`src/rtl/regfile_writeback_pkg.sv`:
```
// Shared constants for the write-back slice: register-file geometry and defaults.
package regfile_writeback_pkg;
  localparam int unsigned REG_COUNT  = 32;
  localparam int unsigned X0         = 0;
  localparam int unsigned ADDR_W     = 6;
  localparam int unsigned DATA_W     = 32;
  localparam int unsigned FIFO_DEPTH = 4;
endpackage

```
`src/rtl/regfile_writeback_sync_fifo.sv`:
```
// In-order FIFO with per-entry tag visibility so the owner can scan buffered
// destinations without popping.
module sync_fifo #(
  parameter int unsigned WIDTH = 38,
  parameter int unsigned DEPTH = 4,
  parameter int unsigned TAG_W = 6
) (
  input  logic                             clk,
  input  logic                             reset_n,
  input  logic                             push,
  input  logic [WIDTH-1:0]                 push_data,
  input  logic                             pop,
  output logic                             full,
  output logic                             empty,
  output logic [$clog2(DEPTH+1)-1:0]       count,
  output logic [WIDTH-1:0]                 head,
  output logic [DEPTH-1:0]                 entry_valid,
  output logic [DEPTH-1:0][TAG_W-1:0]      entry_tag
);
  localparam int unsigned PW = $clog2(DEPTH);
  localparam int unsigned CW = $clog2(DEPTH+1);

  logic [WIDTH-1:0] mem [DEPTH];
  logic [PW-1:0]    rptr, wptr, off;
  logic             do_push, do_pop;

  assign full    = (count == CW'(DEPTH));
  assign empty   = (count == '0);
  assign do_push = push && !full;
  assign do_pop  = pop && !empty;
  assign head    = mem[rptr];

  always_ff @(posedge clk) begin
    if (!reset_n) begin
      rptr  <= '0;
      wptr  <= '0;
      count <= '0;
    end else begin
      if (do_push) wptr <= wptr + PW'(1);
      if (do_pop)  rptr <= rptr + PW'(1);
      case ({do_push, do_pop})
        2'b10:   count <= count + CW'(1);
        2'b01:   count <= count - CW'(1);
        default: count <= count;
      endcase
    end
  end

  always_ff @(posedge clk) begin
    if (reset_n && do_push) mem[wptr] <= push_data;
  end

  // An entry is live when its distance from the read pointer is below count.
  always_comb begin
    off         = '0;
    entry_valid = '0;
    entry_tag   = '0;
    for (int unsigned i = 0; i < DEPTH; i++) begin
      off            = PW'(i) - rptr;
      entry_valid[i] = (CW'(off) < count);
      entry_tag[i]   = mem[i][WIDTH-1 -: TAG_W];
    end
  end
endmodule

```
`src/rtl/regfile_writeback.sv`:
```
// Write-back stage: arbitrates load/ALU results into an in-order buffer, drains
// one register-file write per granted cycle, and flags RAW hazards for decode.
module regfile_writeback
  import regfile_writeback_pkg::*;
#(
  parameter int unsigned N     = ADDR_W,
  parameter int unsigned M     = DATA_W,
  parameter int unsigned L     = REG_COUNT,
  parameter int unsigned DEPTH = FIFO_DEPTH
) (
  input  logic                         clk,
  input  logic                         reset_n,
  input  logic                         ld_valid,
  output logic                         ld_ready,
  input  logic [N-1:0]                 ld_rd,
  input  logic [M-1:0]                 ld_data,
  input  logic                         alu_valid,
  output logic                         alu_ready,
  input  logic [N-1:0]                 alu_rd,
  input  logic [M-1:0]                 alu_data,
  input  logic                         port_grant,
  output logic                         we3,
  output logic [N-1:0]                 a3,
  output logic [M-1:0]                 wd3,
  input  logic [N-1:0]                 q_a1,
  input  logic [N-1:0]                 q_a2,
  output logic                         haz1,
  output logic                         haz2,
  output logic [$clog2(DEPTH+1)-1:0]   occupancy
);
  if ((L > (2 ** N)) || (DEPTH < 2) || ((DEPTH & (DEPTH - 1)) != 0)) begin : g_param_check
    $error("regfile_writeback: invalid L/N/DEPTH combination");
  end

  logic                           full, empty, ld_fire, alu_fire, push;
  logic [N+M-1:0]                 push_data, head;
  logic [$clog2(DEPTH+1)-1:0]     count;
  logic [DEPTH-1:0]               entry_valid;
  logic [DEPTH-1:0][N-1:0]        entry_tag;

  assign ld_ready  = reset_n && !full;
  assign alu_ready = reset_n && !full && !ld_valid;
  assign ld_fire   = ld_valid && ld_ready;
  assign alu_fire  = alu_valid && alu_ready;
  // Writes to x0 finish the handshake but never occupy a slot.
  assign push      = (ld_fire && (ld_rd != N'(X0))) || (alu_fire && (alu_rd != N'(X0)));
  assign push_data = ld_fire ? {ld_rd, ld_data} : {alu_rd, alu_data};

  assign we3       = reset_n && !empty && port_grant;
  assign a3        = we3 ? head[N+M-1:M] : '0;
  assign wd3       = we3 ? head[M-1:0] : '0;
  assign occupancy = reset_n ? count : '0;

  sync_fifo #(
    .WIDTH (N + M),
    .DEPTH (DEPTH),
    .TAG_W (N)
  ) u_fifo (
    .clk         (clk),
    .reset_n     (reset_n),
    .push        (push),
    .push_data   (push_data),
    .pop         (we3),
    .full        (full),
    .empty       (empty),
    .count       (count),
    .head        (head),
    .entry_valid (entry_valid),
    .entry_tag   (entry_tag)
  );

  always_comb begin
    haz1 = 1'b0;
    haz2 = 1'b0;
    for (int unsigned i = 0; i < DEPTH; i++) begin
      if (entry_valid[i] && (entry_tag[i] == q_a1)) haz1 = 1'b1;
      if (entry_valid[i] && (entry_tag[i] == q_a2)) haz2 = 1'b1;
    end
    if (!reset_n || (q_a1 == N'(X0))) haz1 = 1'b0;
    if (!reset_n || (q_a2 == N'(X0))) haz2 = 1'b0;
  end
endmodule
```
`config.mk`:
```
export PLATFORM = sky130hd
export DESIGN_NAME = regfile_writeback
export DESIGN_NICKNAME = d
export VERILOG_FILES = /design/src/rtl/regfile_writeback_pkg.sv /design/src/rtl/regfile_writeback_sync_fifo.sv /design/src/rtl/regfile_writeback.sv
export SDC_FILE = /design/constraint.sdc
export NUM_CORES = 1
export LEC_CHECK = 0
export ABC_AREA = 1
export BUFFER_PORTS_ARGS = -buffer_cell sky130_fd_sc_hd__buf_4
export CORE_MARGIN = 2
export CORE_UTILIZATION = 30
export CTS_CLUSTER_SIZE = 12
export DETAILED_ROUTE_END_ITERATION = 7
export PLACE_DENSITY_LB_ADDON = 0.12
export SYNTH_ARGS = -nofsm -noshare
export SYNTH_HDL_FRONTEND = slang
export SYNTH_SLANG_ARGS = --single-unit
```
`constraint.sdc`:
```
create_clock -name clk -period 3.66 [get_ports clk]
set_input_delay 0.366 -clock clk [delete_from_list [all_inputs] [get_ports clk]]
set_output_delay 0.366 -clock clk [all_outputs]
set_load 0.005 [all_outputs]
```
# ---- Word-level counts from Yosys, hierarchy flattened
# Memories as Yosys holds them, arrays and structs flattened. A register that Yosys moved wholly into a read port is not among the register bits.
# Index checks and enable logic that the tools add are counted.
dict set report op_classes {
  n_addsub 8
  magnitude_cmp 4
  n_eq_ne 11
  mux 19
  n_reduce_logical 32
}
# op n
set ops {}
lappend ops {{6-bit == test} 8}
lappend ops {{38-bit two-way mux} 1}
lappend ops {{32-bit two-way mux} 1}
lappend ops {{1-bit logical AND} 19}
lappend ops {{6-bit zero test} 2}
lappend ops {{2-bit by 3-bit less-than comparator with 1-bit output} 4}
lappend ops {{1-bit two-way mux} 12}
lappend ops {{6-bit nonzero test} 2}
lappend ops {{6-bit two-way mux} 1}
lappend ops {{3-bit case mux with 2 select lines} 1}
lappend ops {{2-bit by 1-bit adder with 2-bit output, second input constant} 2}
lappend ops {{1-bit zero test} 4}
lappend ops {{2-bit two-way mux} 2}
lappend ops {{1-bit by 2-bit subtractor with 2-bit output, first input constant} 2}
lappend ops {{2-bit subtractor, first input constant} 2}
lappend ops {{3-bit by 1-bit adder with 3-bit output, second input constant} 1}
lappend ops {{3-bit == test, second input constant} 1}
lappend ops {{3-bit zero test} 1}
lappend ops {{1-bit logical OR} 3}
lappend ops {{3-bit two-way mux} 1}
lappend ops {{3-bit by 1-bit subtractor with 3-bit output, second input constant} 1}
lappend ops {{2-bit by 1-bit == test with 1-bit output, second input constant} 1}
lappend ops {{2-bit == test, second input constant} 1}
lappend ops {{2-bit nonzero test} 1}
dict set report totals {
  reg_bits 7
  ramBits 152
  inputBits 93
  output_inout_bits 46
  word_cells 78
  memories 1
}
# name words width rd rd_clocked_by_memory_dff write_ports line_no
set memory_table {}
lappend memory_table {u_fifo.mem 4 38 5 1 1 regfile_writeback_sync_fifo.sv:23} ;# logic [WIDTH-1:0] mem [DEPTH];

# ---- Longest topological paths before layout
# Gate-level depths: netlist of the first run.
dict set report depth {
  depth_word 11
  depth_mapped 12
  depth_no_buf 12
}

# ---- Hierarchy
# From an unflattened synthesis of the first run, not the netlist that was laid out.
dict set report hier_totals {
  cells_unflattened 904
  area_unflattened_um2 8247.9
}
# mod n_inst cells_per_inst area_per_inst_um2 seq_area_each_um2
set modules_own_cells {}
lappend modules_own_cells {sync_fifo 1 480 6434.9 4744.6}
lappend modules_own_cells {regfile_writeback 1 424 1813.0 0.0}

# ---- Worst setup path before layout of the first run
# No wires, ideal clock.
dict set report synth_path {
  path_kind {register to register}
  startpoint {register u_fifo.count[1]}
  endpoint {memory u_fifo.mem[0][0], enable pin}
  setup_ps 433
  arrival_time_ps 2559
  required_ps 3227
  slack_ps 667
  path_stages_with_launch 7
  synth_period_minus_slack_ps 2993
  cell_sequence {dfxtp_1 inv_1 nand3_2 nand2_4 a31oi_1 nand2_2 nor2_1}
}
dict set report synth_via {
  elab_chain_len 11
}
# element line_no
set synth_rtl {}
lappend synth_rtl {{start: declaration} regfile_writeback_sync_fifo.sv:15} ;# output logic [$clog2(DEPTH+1)-1:0] count,
lappend synth_rtl {{start signal: assignment} regfile_writeback_sync_fifo.sv:42} ;# 2'b10: count <= count + CW'(1);
lappend synth_rtl {{start signal: assignment} regfile_writeback_sync_fifo.sv:43} ;# 2'b01: count <= count - CW'(1);
lappend synth_rtl {{start signal: assignment} regfile_writeback_sync_fifo.sv:44} ;# default: count <= count;
lappend synth_rtl {{3-bit == test *} regfile_writeback_sync_fifo.sv:27} ;# assign full = (count == CW'(DEPTH));
lappend synth_rtl {{1-bit zero test *} {regfile_writeback_sync_fifo.sv:29, regfile_writeback.sv:41, regfile_writeback.sv:42}}
lappend synth_rtl {{1-bit logical AND} {regfile_writeback.sv:41, regfile_writeback.sv:42}}
lappend synth_rtl {{1-bit logical AND} regfile_writeback.sv:42} ;# assign alu_ready = reset_n && !full && !ld_valid;
lappend synth_rtl {{1-bit logical AND} regfile_writeback.sv:44} ;# assign alu_fire = alu_valid && alu_ready;
lappend synth_rtl {{1-bit logical AND} regfile_writeback.sv:46} ;# assign push = (ld_fire && (ld_rd != N'(X0))) || (alu_fire && (alu_rd != N'(X0)));
lappend synth_rtl {{1-bit logical OR} regfile_writeback.sv:46}
lappend synth_rtl {{1-bit logical AND *} regfile_writeback_sync_fifo.sv:29} ;# assign do_push = push && !full;
lappend synth_rtl {{1-bit logical AND *} regfile_writeback_sync_fifo.sv:50} ;# if (reset_n && do_push) mem[wptr] <= push_data;
lappend synth_rtl {{1-bit two-way mux *} regfile_writeback_sync_fifo.sv:50}
lappend synth_rtl {{1-bit two-way mux (implied by the code) *} regfile_writeback_sync_fifo.sv:50}
lappend synth_rtl {{end: declaration} regfile_writeback_sync_fifo.sv:23}
# Mark *: on every way between the ends. The rest lies on a longest branch, timed or not.

# ---- Final worst setup path of the first run
dict set report layout_path {
  startpoint {register u_fifo.count[0]}
  endpoint {output port wd3[30]}
}
dict set report layout_via {
  elab_chain_len 5
}
# element line_no
set layout_rtl {}
lappend layout_rtl {{3-bit zero test} regfile_writeback_sync_fifo.sv:28} ;# assign empty = (count == '0);
lappend layout_rtl {{1-bit zero test} regfile_writeback.sv:49} ;# assign we3 = reset_n && !empty && port_grant;
lappend layout_rtl {{1-bit logical AND (2 in series)} regfile_writeback.sv:49}
lappend layout_rtl {{32-bit two-way mux} regfile_writeback.sv:51} ;# assign wd3 = we3 ? head[M-1:0] : '0;
lappend layout_rtl {{end: declaration} regfile_writeback.sv:24} ;# output logic [M-1:0] wd3,
# Every way passes these cells.

==> impl_metrics.ini, run 1 <==
[power]
irDropWorstVdd_v = 0.0002704
p_comb_share_pct = 15.8
p_per_area_nw_per_um2 = 476.2
intPower_mw = 3.467
p_switching_mw = 1.281
total_power_mw = 4.749
seq_power_share_pct = 45.6
clkPwrFrac_pct = 38.5
power.leakage_nw = 4.085
p_sw_share_pct = 26.99

[drt]
maxUsedRoutingLayer = met4
via_per_inst = 4.557
wl_met2_mm = 10.01
drc = 7
dr_total_vias = 5805
wl_met1_mm = 9.723
ant_nets = 0
first_pass_iters = 6
drtIter0Drc = 458
wl_met3_um = 744
wirelength_mm = 20.68
wl_per_cell_um = 16.23

[clocking]
clock-root-buffer = clkbuf_16
cts_buffer_depth = 2
cts_resized = 0
postCtsSetupBuffers = 0
cts_tree = built
cts_made_buffers = 17
clock_sinks = 161
holdBufCountCts = 0
clk_pin_slew_ns = 0.07
clkLatencyLatePin_ns = 0.42
htreeDepth = 4

[min_path]
hp-class = input pin to register

[yosys]
synthSimpleGateAreaFrac_pct = 16.13
synth_top_family_by_area = simple AND/OR/NAND/NOR gates
synth-xor-area-share_pct = 1.206
syn_avg_cell_area_um2 = 10.12
synth_warnings = 0
yosysTopAreaCell = edfxtp_1
muxShareOfSynthArea_pct = 6.200
synth.area.top_cells = edfxtp_1, nor2_1, nand2_1
synth-seq-cells = 161
synthAdderAreaFrac_pct = 1.660
ys_seq_area_share_pct = 59.37
synthCells = 790
synth_area_um2 = 7991
yosysTopAreaCellShare_pct = 57.12
syn_nets = 893
synth_compound_area_share_pct = 9.535
yosysUniqueCellTypes = 31

[status]
status = finished, violations left
violations = design-rule violations

[global_routing]
grtUsageTotal_pct = 15.05
grt_pass1_vias = 5729
grt-ovfl-total = 0
grt_pass1_wl_mm = 32.20
grt_antenna_before_repair = 0
grt_start_max_net_pins = 77

[cells_and_area]
fin_util_pct = 38.15
multi_input_area_um2 = 2805
nFillCells = 2621
layout-drive-gt1-share_pct = 24.39
diodes = 0
final_cells = 1274
register_area_um2 = 4747
nets = 1029
syn_to_final_growth_pct = 24.77

[sta]
hold_violations = 0
tightest_slew_ns = 0.8620
skew_ns = 0.007907
setup_violations = 0
final_max_slew_viol_count = 0
max_freq_mhz = 363.3
finalCriticalPeriod_ns = 2.752
max_slew_margin_pct = 42.54
fin_setup_tns_ns = 0
fin_crit_sh_pct = 75.20
grt_setup_unrepaired = no

[placement]
gp_congestion = 0.8674
post-place-cells = 1242
port_buffers = 138
hpwl_mm = 14.03

[floorplanning]
io_pins = 139
core.rowCount = 59
initial_utilization_pct = 30.58
die_x_um = 167.2
die_y_um = 167.2
die_area_um2 = 27960
core-area_um2 = 26130

[worst_setup_path]
cp.arrival_ns = 2.39
worstSetupPathType = register to output pin
worstPathRequired_ns = 3.29
path_max_fanout = 24
cp-start-kind = register
worstSetupEndpointType = output pin

[run]
drv_cap = 0
[synthesized netlist by cell type, drive strengths merged]
master / instances
a21oi: 59
a31oi: 1
buf: 22
clkbuf: 12
dfxtp: 9
edfxtp: 152
fa: 1
ha: 9
inv: 66
mux2: 34
nand2: 133
nand3: 6
nand4: 10
nor2: 170
nor3: 4
o21ai: 89
o31ai: 2
xnor2: 8
xor2: 3
[registers in the layout (all words and copies together), names as in the netlist, named ones only]
name,cells
u_fifo.rptr,2
u_fifo.wptr,2
u_fifo.mem,152
u_fifo.count,3
[metal layers]
| layer | up-vias | GRT usage, % |
|---|---|---|
| met5 | - | 0 |
| met4 | 0 | 4.650 |
| met3 | 14 | 2.553 |
| met2 | 121 | 25.35 |
| met1 | 2731 | 19.90 |
| li1 | 2939 | - |
[metrics by stage]
stage	setup WS (ns)	hold slack (ns)	area, um^2
after CTS	0.8467	0.2561	9971
after global routing	0.7613	0.2622	9971
after detailed placement	1.148	0.5292	9353
after floorplan	0.6672	0.4771	7991
after global placement	1.163	0.5160	9353
final	0.9077	0.2759	9971
[power groups by stage]
stage / Sequential, mW / Combinational [mW] / Clock (mW)
finish: 2.17 / 0.752 / 1.83
global placement: 2.21 / 0.775 / 0
detailed placement: 2.21 / 0.769 / 0
global route: 2.18 / 0.851 / 1.94
CTS: 2.17 / 0.772 / 1.87
floorplan: 2.20 / 0.466 / 0
[layout make-up]
cell class / count / share of cell area [%]
clock buffer: 17 / 4.267
clock inverter: 15 / 1.932
inverter: 66 / 2.485
multi-input combinational: 529 / 28.13
sequential: 161 / 47.61
tap: 335 / 4.204
timing repair buffer: 151 / 11.37
[critical path, stage by stage (launching register included)]
cell,delay [ns]
dfxtp_1,0.37
nor3_1,0.43
nor2_4,0.10
inv_2,0.49
buf_4,0.34
a21oi_1,0.08
buf_4,0.15
[path summary, 6_finish.rpt]
path              depth (start not counted)  slack [ns]                    startpoint                     endpoint
hold reg to reg                           1        0.55   u_fifo.rptr[0]$_SDFFE_PN0N_  u_fifo.rptr[0]$_SDFFE_PN0N_
setup / recovery                          6        0.91  u_fifo.count[0]$_SDFFE_PN0P_                      wd3[30]
hold / removal                            2        0.28                    ld_data[6]   u_fifo.mem[3][6]$_DFFE_PP_
setup reg to reg                          7        1.23  u_fifo.count[1]$_SDFFE_PN0P_  u_fifo.mem[0][30]$_DFFE_PP_
[layout by cell type (no fill, tap or decap), drive strengths merged]
| cell type | instances |
|---|---|
| fa | 1 |
| bufinv | 2 |
| clkbuf | 17 |
| nor2 | 170 |
| nand4 | 10 |
| nand3 | 6 |
| xor2 | 3 |
| o21ai | 89 |
| buf | 151 |
| a21oi | 59 |
| edfxtp | 152 |
| dfxtp | 9 |
| mux2 | 34 |
| ha | 9 |
| nor3 | 4 |
| clkinvlp | 1 |
| o31ai | 2 |
| clkinv | 6 |
| a31oi | 1 |
| nand2 | 133 |
| inv | 72 |
| xnor2 | 8 |
[kinds of logic (layout without fill, tap and decap cells)]
kind of cell    Yosys count  after routing
compound gates          151            151
xor+xnor                 11             11
fa+ha+maj                10             10
buf+inv                 100            249
flops                   161            161
mux                      34             34
simple gates            323            323
No activity file was read; power rests on OpenSTA's default activity.
==> run 2, diff against run 1 <==
- clock period: 3.66 -> 2.4 ns (I/O delays scaled with it)
==> run 2 against run 1 <==
Net effect: utilization is 0.51 points higher; final area is 1.3% higher; the run still ends with design-rule violations left; clock power is 45% higher; global-route usage is 0.10 points lower; largest cell class unchanged; total power is 51% higher; combinational power is 58% higher.
==> impl_metrics.ini, run 2 (same netlist as run 1, synthesis figures left out) <==
[cells_and_area]
final_common_cell = nor2_1
largest_register = u_fifo.mem
nFillCells = 2601
diodes = 0
largest_reg_flops = 152
final_cell_mix = nor2_1, buf_4, edfxtp_1
syn_to_final_growth_pct = 26.44
layout-drive-gt1-share_pct = 25.40
fin_util_pct = 38.67
nets = 1039
top_regs = u_fifo.mem (152), u_fifo.count (3)

[clocking]
cts_tree = built
htreeDepth = 4
clk_pin_slew_ns = 0.06
postCtsSetupBuffers = 0
clock_sinks = 161
cts_made_buffers = 17
clock-root-buffer = clkbuf_16
clkLatencyLatePin_ns = 0.42
cts_buffer_depth = 2

[placement]
hpwl_mm = 13.69
gp_congestion = 0.8210
port_buffers = 138

[drt]
wirelength_mm = 20.66
via_per_inst = 4.522
drtIter0Drc = 431
first_pass_iters = 7
ant_nets = 0
dr_total_vias = 5806
wl_per_cell_um = 16.09
drc = 7

[worst_setup_path]
cp-start-kind = register
crit_chain = xor2_1, inv_1, ha_1, nand2_1, nand2_1, nand2_1, nand4_1, nand2_1, nor2_1, nor2_1, buf_4
crit_top_cell = nand2_1
path_max_fanout = 4
r2r_cells = 12
cp.depth = 11
worstSetupEndpointType = output pin
worstSetupPathType = register to output pin
worstPathRequired_ns = 2.16
critPathBufInv = 2
critPathTopFamily = simple AND/OR/NAND/NOR gates
cp.arrival_ns = 2.06
slowest_stage = dfxtp_1
slowest_delay_ns = 0.40

[floorplanning]
die_x_um = 167.2
core-area_um2 = 26130
io_pins = 139
core.rowCount = 59
die_y_um = 167.2
die_area_um2 = 27960
initial_utilization_pct = 30.58

[global_routing]
grt-ovfl-total = 0
grtUsageTotal_pct = 14.95
grt_pass1_vias = 5726
grt_antenna_before_repair = 0
grt_pass1_wl_mm = 31.93
grt_start_max_net_pins = 57

[sta]
tightest_slew_ns = 0.6089
grt_setup_unrepaired = no
max_freq_mhz = 435.6
hold_violations = 0
fin_setup_tns_ns = 0
hold_slack_ns = 0.1466
setup_violations = 0
max_slew_margin_pct = 58.98
finalCriticalPeriod_ns = 2.296
fin_crit_sh_pct = 95.65
final_max_slew_viol_count = 0
skew_ns = 0.01286

[power]
power.leakage_nw = 4.137
total_power_mw = 7.164
irDropWorstVdd_v = 0.0004599
p_per_area_nw_per_um2 = 709.0

[run]
drv_cap = 0

[status]
status = finished, violations left
violations = design-rule violations

[min_path]
hp-class = input pin to register
holdPathStages = 2
==> run 2: cell count changes in the layout (fill, tap and decap cells not counted), moves of 2 or more <==
cell | before | now
buf_4 | 151 | 154
clkinv_2 | 0 | 2
clkinvlp_4 | 1 | 5
clkinv_4 | 3 | 0
buf_12 | 0 | 7
clkinv_8 | 2 | 0
==> run 2: path summary, 6_finish.rpt <==
kind | from | endpoint | slack, ns
worst min-delay path | ld_data[2] | u_fifo.mem[3][2]$_DFFE_PP_ | 0.15
worst min register to register | u_fifo.rptr[0]$_SDFFE_PN0N_ | u_fifo.rptr[0]$_SDFFE_PN0N_ | 0.51
worst max-delay path | u_fifo.rptr[1]$_SDFFE_PN0N_ | haz1 | 0.10
worst max register to register | u_fifo.count[1]$_SDFFE_PN0P_ | u_fifo.count[2]$_SDFFE_PN0P_ | 0.39
==> run 2: power breakdown <==
group / internal, mW / total [mW] / switching (mW)
logic: 0.498 / 1.19 / 0.695
registers: 3.25 / 3.31 / 0.0663
clock network: 1.55 / 2.66 / 1.11
==> run 2: repair_timing <==
action / CTS / global route
hold endpoints to repair: 0 / 0
endpoints found under the setup margin: 0 / 28
gates resized for setup: 0 / 3
hold buffers: 0 / 0
==> run 2: area by class of cell <==
cell class	count	area, um^2	share of cell area, %
flip-flops and latches	161	4748	46.99
multi-input cells	529	2810	27.81
repair buffers	161	1296	12.83
clock buffers	18	429.2	4.247
well taps	335	419.2	4.148
inverters	66	247.7	2.452
clock inverters	14	153.9	1.523
==> run 2: stage by stage <==
stage | setup slack [ns] | std cells | instance area [um^2]
after global routing | 0.003956 | 1284 | 10100
after detailed placement | 0.3219 | 1252 | 9515
final | 0.1044 | 1284 | 10100
after floorplan | -0.5928 | 790 | 7991
after global placement | 0.3152 | 1252 | 9515
after CTS | 0.02291 | 1284 | 10100
==> run 2: routing by layer <==
| metal | global-route usage, % | routed length, um | vias to the layer above |
|---|---|---|---|
| met5 | 0 | 0 | - |
| met4 | 3.894 | 215 | 0 |
| met3 | 2.600 | 802 | 15 |
| met2 | 25.85 | 10170 | 126 |
| met1 | 19.44 | 9474 | 2705 |
| li1 | - | - | 2960 |
